**src/rtl/axis_frame_source.sv**
```systemverilog
// AXI-Stream frame source: words are queued through a write port and, on START,
// exactly FRAME_LEN of them leave as one frame with TLAST on the final beat.
module axis_frame_source #(
    parameter int DATA_WIDTH = 32,
    parameter int DEPTH      = 16,
    parameter int FRAME_LEN  = 6
) (
    input  logic                        aclk,
    input  logic                        areset,
    input  logic                        wr_en,
    input  logic [DATA_WIDTH-1:0]       wr_data,
    output logic                        wr_full,
    output logic [$clog2(DEPTH):0]      level,
    output logic                        overflow,
    input  logic                        start,
    output logic                        start_err,
    output logic                        busy,
    output logic [15:0]                 frames_sent,
    output logic                        m_axis_tvalid,
    output logic [DATA_WIDTH-1:0]       m_axis_tdata,
    output logic                        m_axis_tlast,
    input  logic                        m_axis_tready
);

    localparam int PTR_W  = $clog2(DEPTH);
    localparam int LVL_W  = PTR_W + 1;
    localparam int BEAT_W = (FRAME_LEN > 1) ? $clog2(FRAME_LEN) : 1;

    localparam logic [BEAT_W-1:0] LAST_BEAT = BEAT_W'(FRAME_LEN - 1);
    localparam logic [LVL_W-1:0]  LVL_FULL  = LVL_W'(DEPTH);
    localparam logic [LVL_W-1:0]  LVL_FRAME = LVL_W'(FRAME_LEN);

    typedef enum logic [0:0] {
        ST_IDLE = 1'b0,
        ST_SEND = 1'b1
    } state_t;

    state_t                 state_r;
    state_t                 state_s;
    logic [BEAT_W-1:0]      beat_r;
    logic [BEAT_W-1:0]      beat_s;
    logic                   reject_s;
    logic [PTR_W-1:0]       wr_ptr_r;
    logic [PTR_W-1:0]       rd_ptr_r;
    logic [LVL_W-1:0]       level_r;
    logic [15:0]            frames_r;
    logic                   overflow_r;
    logic                   start_err_r;
    logic [DATA_WIDTH-1:0]  mem_r [DEPTH];

    logic                   full_s;
    logic                   pop_s;
    logic                   push_s;
    logic                   last_s;
    logic                   done_s;

    // FIFO handshake qualifiers; a pop in the same cycle frees the slot a full write needs
    always_comb begin
        full_s = (level_r == LVL_FULL);
        pop_s  = (state_r == ST_SEND) && m_axis_tready;
        push_s = wr_en && (!full_s || pop_s);
        last_s = (beat_r == LAST_BEAT);
        done_s = pop_s && last_s;
    end

    // Next-state and beat counter logic
    always_comb begin
        state_s  = state_r;
        beat_s   = beat_r;
        reject_s = 1'b0;
        case (state_r)
            ST_IDLE: begin
                if (start) begin
                    if (level_r >= LVL_FRAME) begin
                        state_s = ST_SEND;
                        beat_s  = {BEAT_W{1'b0}};
                    end else begin
                        reject_s = 1'b1;
                    end
                end else begin
                    state_s = ST_IDLE;
                end
            end
            ST_SEND: begin
                if (pop_s) begin
                    if (last_s) begin
                        state_s = ST_IDLE;
                        beat_s  = {BEAT_W{1'b0}};
                    end else begin
                        beat_s = beat_r + BEAT_W'(1);
                    end
                end else begin
                    beat_s = beat_r;
                end
            end
            default: begin
                state_s = ST_IDLE;
                beat_s  = {BEAT_W{1'b0}};
            end
        endcase
    end

    // FSM state, beat counter and status registers
    always_ff @(posedge aclk) begin
        if (areset) begin
            state_r     <= ST_IDLE;
            beat_r      <= {BEAT_W{1'b0}};
            frames_r    <= 16'd0;
            overflow_r  <= 1'b0;
            start_err_r <= 1'b0;
        end else begin
            state_r     <= state_s;
            beat_r      <= beat_s;
            start_err_r <= reject_s;
            if (done_s) begin
                frames_r <= frames_r + 16'd1;
            end
            if (wr_en && full_s && !pop_s) begin
                overflow_r <= 1'b1;
            end
        end
    end

    // FIFO pointers and occupancy; pointer wrap is the natural modulo-DEPTH rollover
    always_ff @(posedge aclk) begin
        if (areset) begin
            wr_ptr_r <= {PTR_W{1'b0}};
            rd_ptr_r <= {PTR_W{1'b0}};
            level_r  <= {LVL_W{1'b0}};
        end else begin
            if (push_s) begin
                wr_ptr_r <= wr_ptr_r + PTR_W'(1);
            end
            if (pop_s) begin
                rd_ptr_r <= rd_ptr_r + PTR_W'(1);
            end
            case ({push_s, pop_s})
                2'b10:   level_r <= level_r + LVL_W'(1);
                2'b01:   level_r <= level_r - LVL_W'(1);
                default: level_r <= level_r;
            endcase
        end
    end

    // Storage array; contents need no reset since the pointers define validity
    always_ff @(posedge aclk) begin
        if (push_s) begin
            mem_r[wr_ptr_r] <= wr_data;
        end
    end

    assign wr_full       = full_s;
    assign level         = level_r;
    assign overflow      = overflow_r;
    assign start_err     = start_err_r;
    assign busy          = (state_r == ST_SEND);
    assign frames_sent   = frames_r;
    assign m_axis_tvalid = (state_r == ST_SEND);
    assign m_axis_tdata  = mem_r[rd_ptr_r];
    assign m_axis_tlast  = (state_r == ST_SEND) && last_s;

endmodule
```
**config.mk**
```make
export PLATFORM = sky130hd
export DESIGN_NAME = axis_frame_source
export DESIGN_NICKNAME = d
export VERILOG_FILES = /design/src/rtl/axis_frame_source.sv
export SDC_FILE = /design/constraint.sdc
export NUM_CORES = 1
export LEC_CHECK = 0
export ABC_AREA = 1
export ABC_CLOCK_PERIOD_IN_PS = 3900
export CAP_MARGIN = 0
export CORE_ASPECT_RATIO = 0.9
export CORE_MARGIN = 5
export CORE_UTILIZATION = 59
export CTS_CLUSTER_SIZE = 16
export DETAILED_ROUTE_END_ITERATION = 12
export HOLD_SLACK_MARGIN = 0.08
export PLACE_DENSITY = 0.78
export SYNTH_ARGS = -nofsm -noshare
export SYNTH_HDL_FRONTEND = slang
export SYNTH_SLANG_ARGS = --single-unit
```
**constraint.sdc**
```tcl
create_clock -name aclk -period 3.9 [get_ports aclk]
set_input_delay 0.39 -clock aclk [delete_from_list [all_inputs] [get_ports aclk]]
set_output_delay 0.39 -clock aclk [all_outputs]
set_load 0.02 [all_outputs]
```
==> results.ini, run 1 <==
[floorplanning]
fp.dieH_um = 197
num_io_pins = 96
die_w_um = 218
num_rows = 68
core_um2 = 38400
start_util_pct = 59.7
die-area_um2 = 42900

[synthesis]
mappedNetlistNets = 1954
yosys_warnings = 0
synth_cell_type_count = 34
syn_avg_cell_area_um2 = 12.0
ys_ff_latch = 551
ys_async_sr_fraction_pct = 0
synth_area_um2 = 22900
syn_inst = 1907
netlist.top_cell.by_area = edfxtp_1
ys_seq_area_share_pct = 70.5
ys.flop_type = edfxtp_1
synth_top_cell_area_share_pct = 67.1
synth_edf_count = 512
synth.area.top_cells = edfxtp_1, inv_1, nand3_1

[power_and_ir_drop]
p_clk_share_pct = 38.4
p_comb_share_pct = 8.9
p_seq_share_pct = 52.7
p_sw_w = 0.00289
vdd_ir_drop_max_mv = 0.381
p_leak_nw = 9.10
intPower_w = 0.00966
switching_share_pct = 23.0
power_density_nw_per_um2 = 483

[sta]
fin_ws_ns = 0.593
finalHoldViolations = 0
slew_violations = 0
rsz0062_at_grt = false
fmax_mhz = 302
fin_setup_tns_ns = 0
setup_viol = 0
worst_pin_slew_ns = 0.932
skew_ns = 0.0237
min_period_ns = 3.31
max_slew_margin_pct = 37.8
final.period_utilization_pct = 84.8

[drt]
drt_iter0_markers = 1778
wl_um = 49000
drt_first_pass_iters = 5
routedWlPerCell_um = 19.2
vias = 14700
avgViaCountPerCell = 5.75
drcViolationCount = 0
antenna_left = 0

[clocking]
cts_tree = done
root_buffer = clkbuf_16
clk_latency_ns = 0.60
cts.path.max_buffers = 3
path_clk_slew_ns = 0.06
clock_sinks = 551
post-cts-setup-buffer-count = 0
h-tree-depth = 2
cts_resized = 0
cts_buffers = 53
cts_hold_buf = 0

[global_route]
grt_usage_pct = 22.7
grt_pass1_wl_um = 76900
antenna_found_initial = 0
grt_max_degree = 104
grt_pass1_vias = 14400
gr-total-overflow = 0

[status]
status = completed

[place]
place_ws_ns = 0.938
place_congestion = 0.812
port_buffers = 95
hpwl_um = 27700

[finish]
mostFrequentLayoutCells = edfxtp_1, inv_1, nand2_1
areaGrowthSynthToFinish_pct = 13.4
final_common_cell = edfxtp_1
final_net_count = 2031
drive_gt1_share_pct = 6.96
insertedDiodeCount = 0

[worst_setup_path]
end_kind = output port
critPathLaunchType = flip-flop
crit_type = flip-flop to output port
crit_arrival_ns = 2.92
cp_data_required_time_ns = 3.51
critPathMaxFanout = 41

[run]
cap_violations = 0

[hold_path]
min_path_type = input port to flip-flop

## layout make-up
cell class                 count  area, um^2
multi-input combinational    950        5000
fill                        2616       12400
inverter                     297        1110
clock buffer                  68        1410
timing repair buffer         131        1410
sequential                   551       16200
tap                          525         657
clock inverter                28         213
## kinds of logic after synthesis
logic type | after synthesis | synth area share [%]
DFF | 551 | 70.5
and+or+nand+nor | 515 | 9.87
AOI/OAI and AO/OA | 421 | 10.7
buffers and inverters | 406 | 8.19
adders and majority gates | 10 | 0.579
xor gates and xnor gates | 4 | 0.153
## synthesized netlist by cell type, types with 24 or more instances
cell type,n
edfxtp_1,512
inv_1,295
nand2_1,224
nand3_1,211
a21oi_1,144
o211ai_1,126
o21ai_0,81
nor2_1,62
o21ai_1,62
dfxtp_1,39
buf_6,34
buf_2,24
clkbuf_1,24
## flip-flops by register name, summed over array words and instances, names as in the netlist, 3 cells and up, named ones only
name and count:
beat_r 3, frames_sent 16, level 5, mem_r 512, rd_ptr_r 4, wr_ptr_r 4
## power by group through the flow
stage	combinational, W	sequential, W	clock [W]
2_1_floorplan	0.000698	0.00673	0
3_3_place_gp	0.00107	0.00674	0
5_1_grt	0.00122	0.00662	0.00513
4_1_cts	0.00112	0.00662	0.00488
6_report	0.00111	0.00662	0.00482
3_5_place_dp	0.00110	0.00674	0
## worst max-delay path, stage by stage, from the launching register on
cell	delay [ns]
dfxtp_4	0.69
buf_4	0.36
o211ai_1	0.14
nand3_1	0.11
nand3_1	0.21
nand2_1	0.17
clkdlybuf4s50_1	0.62
## worst paths after layout
kind,startpoint,endpoint,slack (ns),depth (start not counted)
setup reg to reg,busy,mem_r[11][19],1.39,7
setup / recovery,flip-flop,m_axis_tdata[29],0.59,6
hold reg to reg,rd_ptr_r[3],flip-flop,0.45,1
hold / removal,start,start_err,0.40,3
## per-stage QoR
stage                     util [%]  total power [W]  cell area (um^2)  hold WS, ns  instances
after CTS                     67.7           0.0126             26000        0.386       2550
after floorplan                  -          0.00743             22900        0.412       1907
after detailed placement      63.4          0.00785             24300        0.430       2454
final                         67.7           0.0125             26000        0.404       2550
after global placement        63.4          0.00781             24300        0.428       2454
after global routing          67.7           0.0130             26000        0.448       2550
## metal layers
metal	vias up	track usage, %	wire length, um
met1	7048	31.8	20000
li1	6849	-	-
met3	101	3.58	4020
met5	-	0	0
met4	0	7.33	1250
met2	666	37.3	23800
Power figures use the tool's default switching activity.
==> inputs of run 2 (changes only) <==
Settings changed: ABC_CLOCK_PERIOD_IN_PS 3900 to 3100.
Clock period 3.9 ns to 3.1 ns, I/O delays scaled along.
==> results.ini, run 2 (synthesis gave the netlist of run 1 again) <==
[status]
status = completed

[finish]
insertedDiodeCount = 0
mostFrequentLayoutCells = edfxtp_1, inv_1, nand2_1
regMostFlops = mem_r
largest_register_ffs = 512
final_common_cell = edfxtp_1
final_net_count = 2047
regArea_um2 = 16200
fillCellCount = 2635
areaGrowthSynthToFinish_pct = 14.4
drive_gt1_share_pct = 7.93
multi_input_area_um2 = 5000

[worst_setup_path]
r2r_start = busy
cp_data_required_time_ns = 2.79
crit_type = flip-flop to output port
crit_arrival_ns = 2.66
end_kind = output port
reg2reg_depth = 7
critPathLaunchType = flip-flop
cp_cell_sequence = buf_12 > buf_12 > a21oi_1 > o21ai_1 > nand3_1 > nand3_1 > nand2_1 > clkdlybuf4s50_1
path_delay_family = buffers and inverters
critical_path_depth = 8
critPathMaxFanout = 42
crit_slowest_cell = clkdlybuf4s50_1
crit_buf_inv = 3
cp_slowest_stage_delay_ns = 0.54

[sta]
worst_pin_slew_ns = 0.695
fin_ws_ns = 0.134
skew_ns = 0.0249
hold_slack_ns = 0.330
fin_setup_tns_ns = 0
slew_violations = 0
max_slew_margin_pct = 53.6
finalHoldViolations = 0
fmax_mhz = 337
min_period_ns = 2.97
rsz0062_at_grt = false
setup_viol = 0
final.period_utilization_pct = 95.7

[drt]
drt_first_pass_iters = 5
wl_um = 49400
routedWlPerCell_um = 19.2
drcViolationCount = 0
avgViaCountPerCell = 5.68
antenna_left = 0
vias = 14600
drt_iter0_markers = 1468

[clocking]
clk_latency_ns = 0.59
cts_tree = done
path_clk_slew_ns = 0.06
root_buffer = clkbuf_16
cts.path.max_buffers = 3
h-tree-depth = 2
clock_sinks = 551
cts_buffers = 53

[floorplanning]
core_um2 = 38400
num_io_pins = 96
die_w_um = 218
fp.dieH_um = 197
num_rows = 68
start_util_pct = 59.7
die-area_um2 = 42900

[power_and_ir_drop]
power_density_nw_per_um2 = 609
p_leak_nw = 9.23
vdd_ir_drop_max_mv = 0.460
finalPower_w = 0.0160

[place]
hpwl_um = 28400
place_ws_ns = 0.542
place_congestion = 0.795
port_buffers = 95

[hold_path]
min_path_type = input port to flip-flop
whs_path_depth = 3
min-delay-start = start

[run]
cap_violations = 0

[global_route]
grt_max_degree = 132
grt_pass1_vias = 14300
gr-total-overflow = 0
antenna_found_initial = 0
grt_pass1_wl_um = 77100
grt_usage_pct = 22.9

run 2: metal layers:
metal  GRT usage, %  up-vias  routed length, um
met5              0        -                  0
met4           7.75        0               1340
met3           3.29       91               3080
met2           39.8      530              25100
met1           29.9     7083              19900
li1               -     6884                  -
run 2: path summary, 6_finish.rpt:
kind                endpoint  slack, ns
max          m_axis_tdata[5]       0.13
min                start_err       0.33
max reg2reg    mem_r[12][13]       0.92
min reg2reg        flip-flop       0.45
run 2: layout make-up:
type | instances | area share, %
Clock buffer | 68 | 5.43
Timing Repair Buffer | 147 | 6.03
Sequential cell | 551 | 61.7
Clock inverter | 31 | 1.02
Tap cell | 525 | 2.51
Inverter | 297 | 4.26
Multi-Input combinational cell | 950 | 19.1
run 2: power by group:
part           internal, W  switching (W)  leakage [nW]
logic             0.000519       0.000893          3.46
clock network      0.00358        0.00266         0.829
registers          0.00826      0.0000627          4.94
run 2: worst register-to-register path: stages, from the launching register on:
cell and delay (ns):
dfxtp_1 0.43, nand2_4 0.14, nand4_1 0.12, nand2_1 0.14
inv_1 0.20, nand2_1 0.28, nor2_4 0.31, buf_12 0.25
run 2: what timing repair did:
| item | in CTS | in global routing |
|---|---|---|
| pin swaps | 0 | 0 |
| setup endpoints to repair | 2 | 22 |
| hold buffers | 0 | 0 |
| resized for setup | 2 | 3 |
| cloned | 0 | 1 |
| setup buffers | 0 | 3 |
run 2: metrics by stage:
step | util [%] | cell area (um^2) | std cells
after floorplan | - | 22900 | 1907
after CTS | 68.2 | 26200 | 2565
after global routing | 68.3 | 26200 | 2569
after global placement | 63.7 | 24500 | 2466
after detailed placement | 63.7 | 24500 | 2466
final | 68.3 | 26200 | 2569
==> inputs of run 3 (changes only) <==
Settings changed: CELL_PAD_IN_SITES_DETAIL_PLACEMENT set to 1, CELL_PAD_IN_SITES_GLOBAL_PLACEMENT set to 2, CORE_UTILIZATION 59 to 42, PLACE_DENSITY 0.78 to not set, PLACE_DENSITY_LB_ADDON set to 0.1.
==> results.ini, run 3 (synthesis gave the netlist of run 1 again) <==
[finish]
design_area_um2 = 26900
fillCellCount = 5537
regMostFlops = mem_r
areaGrowthSynthToFinish_pct = 17.6
final_common_cell = edfxtp_1
insertedDiodeCount = 0
drive_gt1_share_pct = 9.03
mostFrequentLayoutCells = edfxtp_1, inv_1, nand2_1
multi_input_area_um2 = 5000
final_net_count = 2071
regArea_um2 = 16200
post-route-util_pct = 49.7
largest_register_ffs = 512

[drt]
routedWlPerCell_um = 21.1
avgViaCountPerCell = 5.27
drt_iter0_markers = 840
wl_um = 58700
drt_first_pass_iters = 4
vias = 14600
antenna_left = 0
drcViolationCount = 0

[clocking]
h-tree-depth = 2
cts.path.max_buffers = 3
cts_tree = done
path_clk_slew_ns = 0.06
root_buffer = clkbuf_16
clock_sinks = 551
clk_latency_ns = 0.62
cts_buffers = 57

[global_route]
grt_usage_pct = 19.5
grt_pass1_vias = 15400
antenna_found_initial = 0
grt_max_degree = 108
gr-total-overflow = 0
grt_pass1_wl_um = 90600

[worst_setup_path]
crit_arrival_ns = 2.65
cp_data_required_time_ns = 2.79
crit_type = flip-flop to output port
reg2reg_setup_slack_ns = 0.75
end_kind = output port
critPathLaunchType = flip-flop
critPathMaxFanout = 107

[sta]
max_slew_margin_pct = 46.2
slew_violations = 0
finalHoldViolations = 0
rsz0062_at_grt = false
fin_ws_ns = 0.144
fmax_mhz = 338
min_period_ns = 2.96
setup_viol = 0
skew_ns = 0.0212
hold_slack_ns = 0.320
final.period_utilization_pct = 95.4
worst_pin_slew_ns = 0.806

[place]
port_buffers = 95
hpwl_um = 34300
dpl_cell_area_um2 = 25000
place_ws_ns = 0.358
place_congestion = 0.754

[floorplanning]
num_rows = 81
start_util_pct = 42.3
die-area_um2 = 59300
die_w_um = 256
num_io_pins = 96
fp.dieH_um = 232
core_um2 = 54200

[run]
cap_violations = 0

[power_and_ir_drop]
vdd_ir_drop_max_mv = 0.466
power_density_nw_per_um2 = 615
p_leak_nw = 9.52

[hold_path]
min_path_type = input port to flip-flop

[status]
status = completed

[run 3: per-layer routing]
layer	wire length (um)	vias up	track usage (%)
met2	28700	213	33.5
met4	910	0	4.45
met1	27000	7411	26.6
met3	2060	64	2.85
li1	-	6936	-
met5	0	-	0
[run 3: layout make-up]
class	count	area share [%]
Multi-Input combinational cell	950	18.6
Clock buffer	76	5.90
Inverter	297	4.14
Sequential cell	551	60.0
Clock inverter	29	0.892
Timing Repair Buffer	167	7.20
Tap cell	705	3.28
[run 3: where the power goes]
part	total [W]	switching, W	internal, W	leakage [nW]
sequential	0.00831	0.0000556	0.00826	4.94
clock	0.00673	0.00282	0.00391	0.905
combinational	0.00152	0.000959	0.000560	3.68
total	0.0166	0.00384	0.0127	9.52
[run 3: worst paths after layout]
| path | start | to | cells past startpoint |
|---|---|---|---|
| min reg2reg | rd_ptr_r[3] | flip-flop | 1 |
| max | flip-flop | m_axis_tdata[29] | 6 |
| min | start | start_err | 3 |
| max reg2reg | busy | mem_r[7][20] | 7 |
[run 3: metrics by stage]
| step | setup TNS [ns] | std cells | power (W) |
|---|---|---|---|
| 5_1_grt | 0 | 2775 | 0.0172 |
| 6_report | 0 | 2775 | 0.0166 |
| 4_1_cts | -0.00897 | 2774 | 0.0168 |
| 3_5_place_dp | 0 | 2665 | 0.00999 |
| 2_1_floorplan | 0 | 1907 | 0.00935 |
| 3_3_place_gp | 0 | 2665 | 0.00995 |
[run 3: worst max-delay path, stage by stage, from the launching register on]
cell and delay, ns:
dfxtp_4 0.46, buf_16 0.37, o21ai_0 0.19, nand3_1 0.10, nand3_1 0.11, nand2_1 0.15
clkdlybuf4s50_1 0.62
[run 3: repair_timing]
item                                    in CTS  in global routing
cloned                                       1                  1
hold buffers                                 0                  0
buffers inserted                             3                  0
pin swaps                                    0                  0
endpoints found under the setup margin       5                 13
gates resized for setup                      4                 10
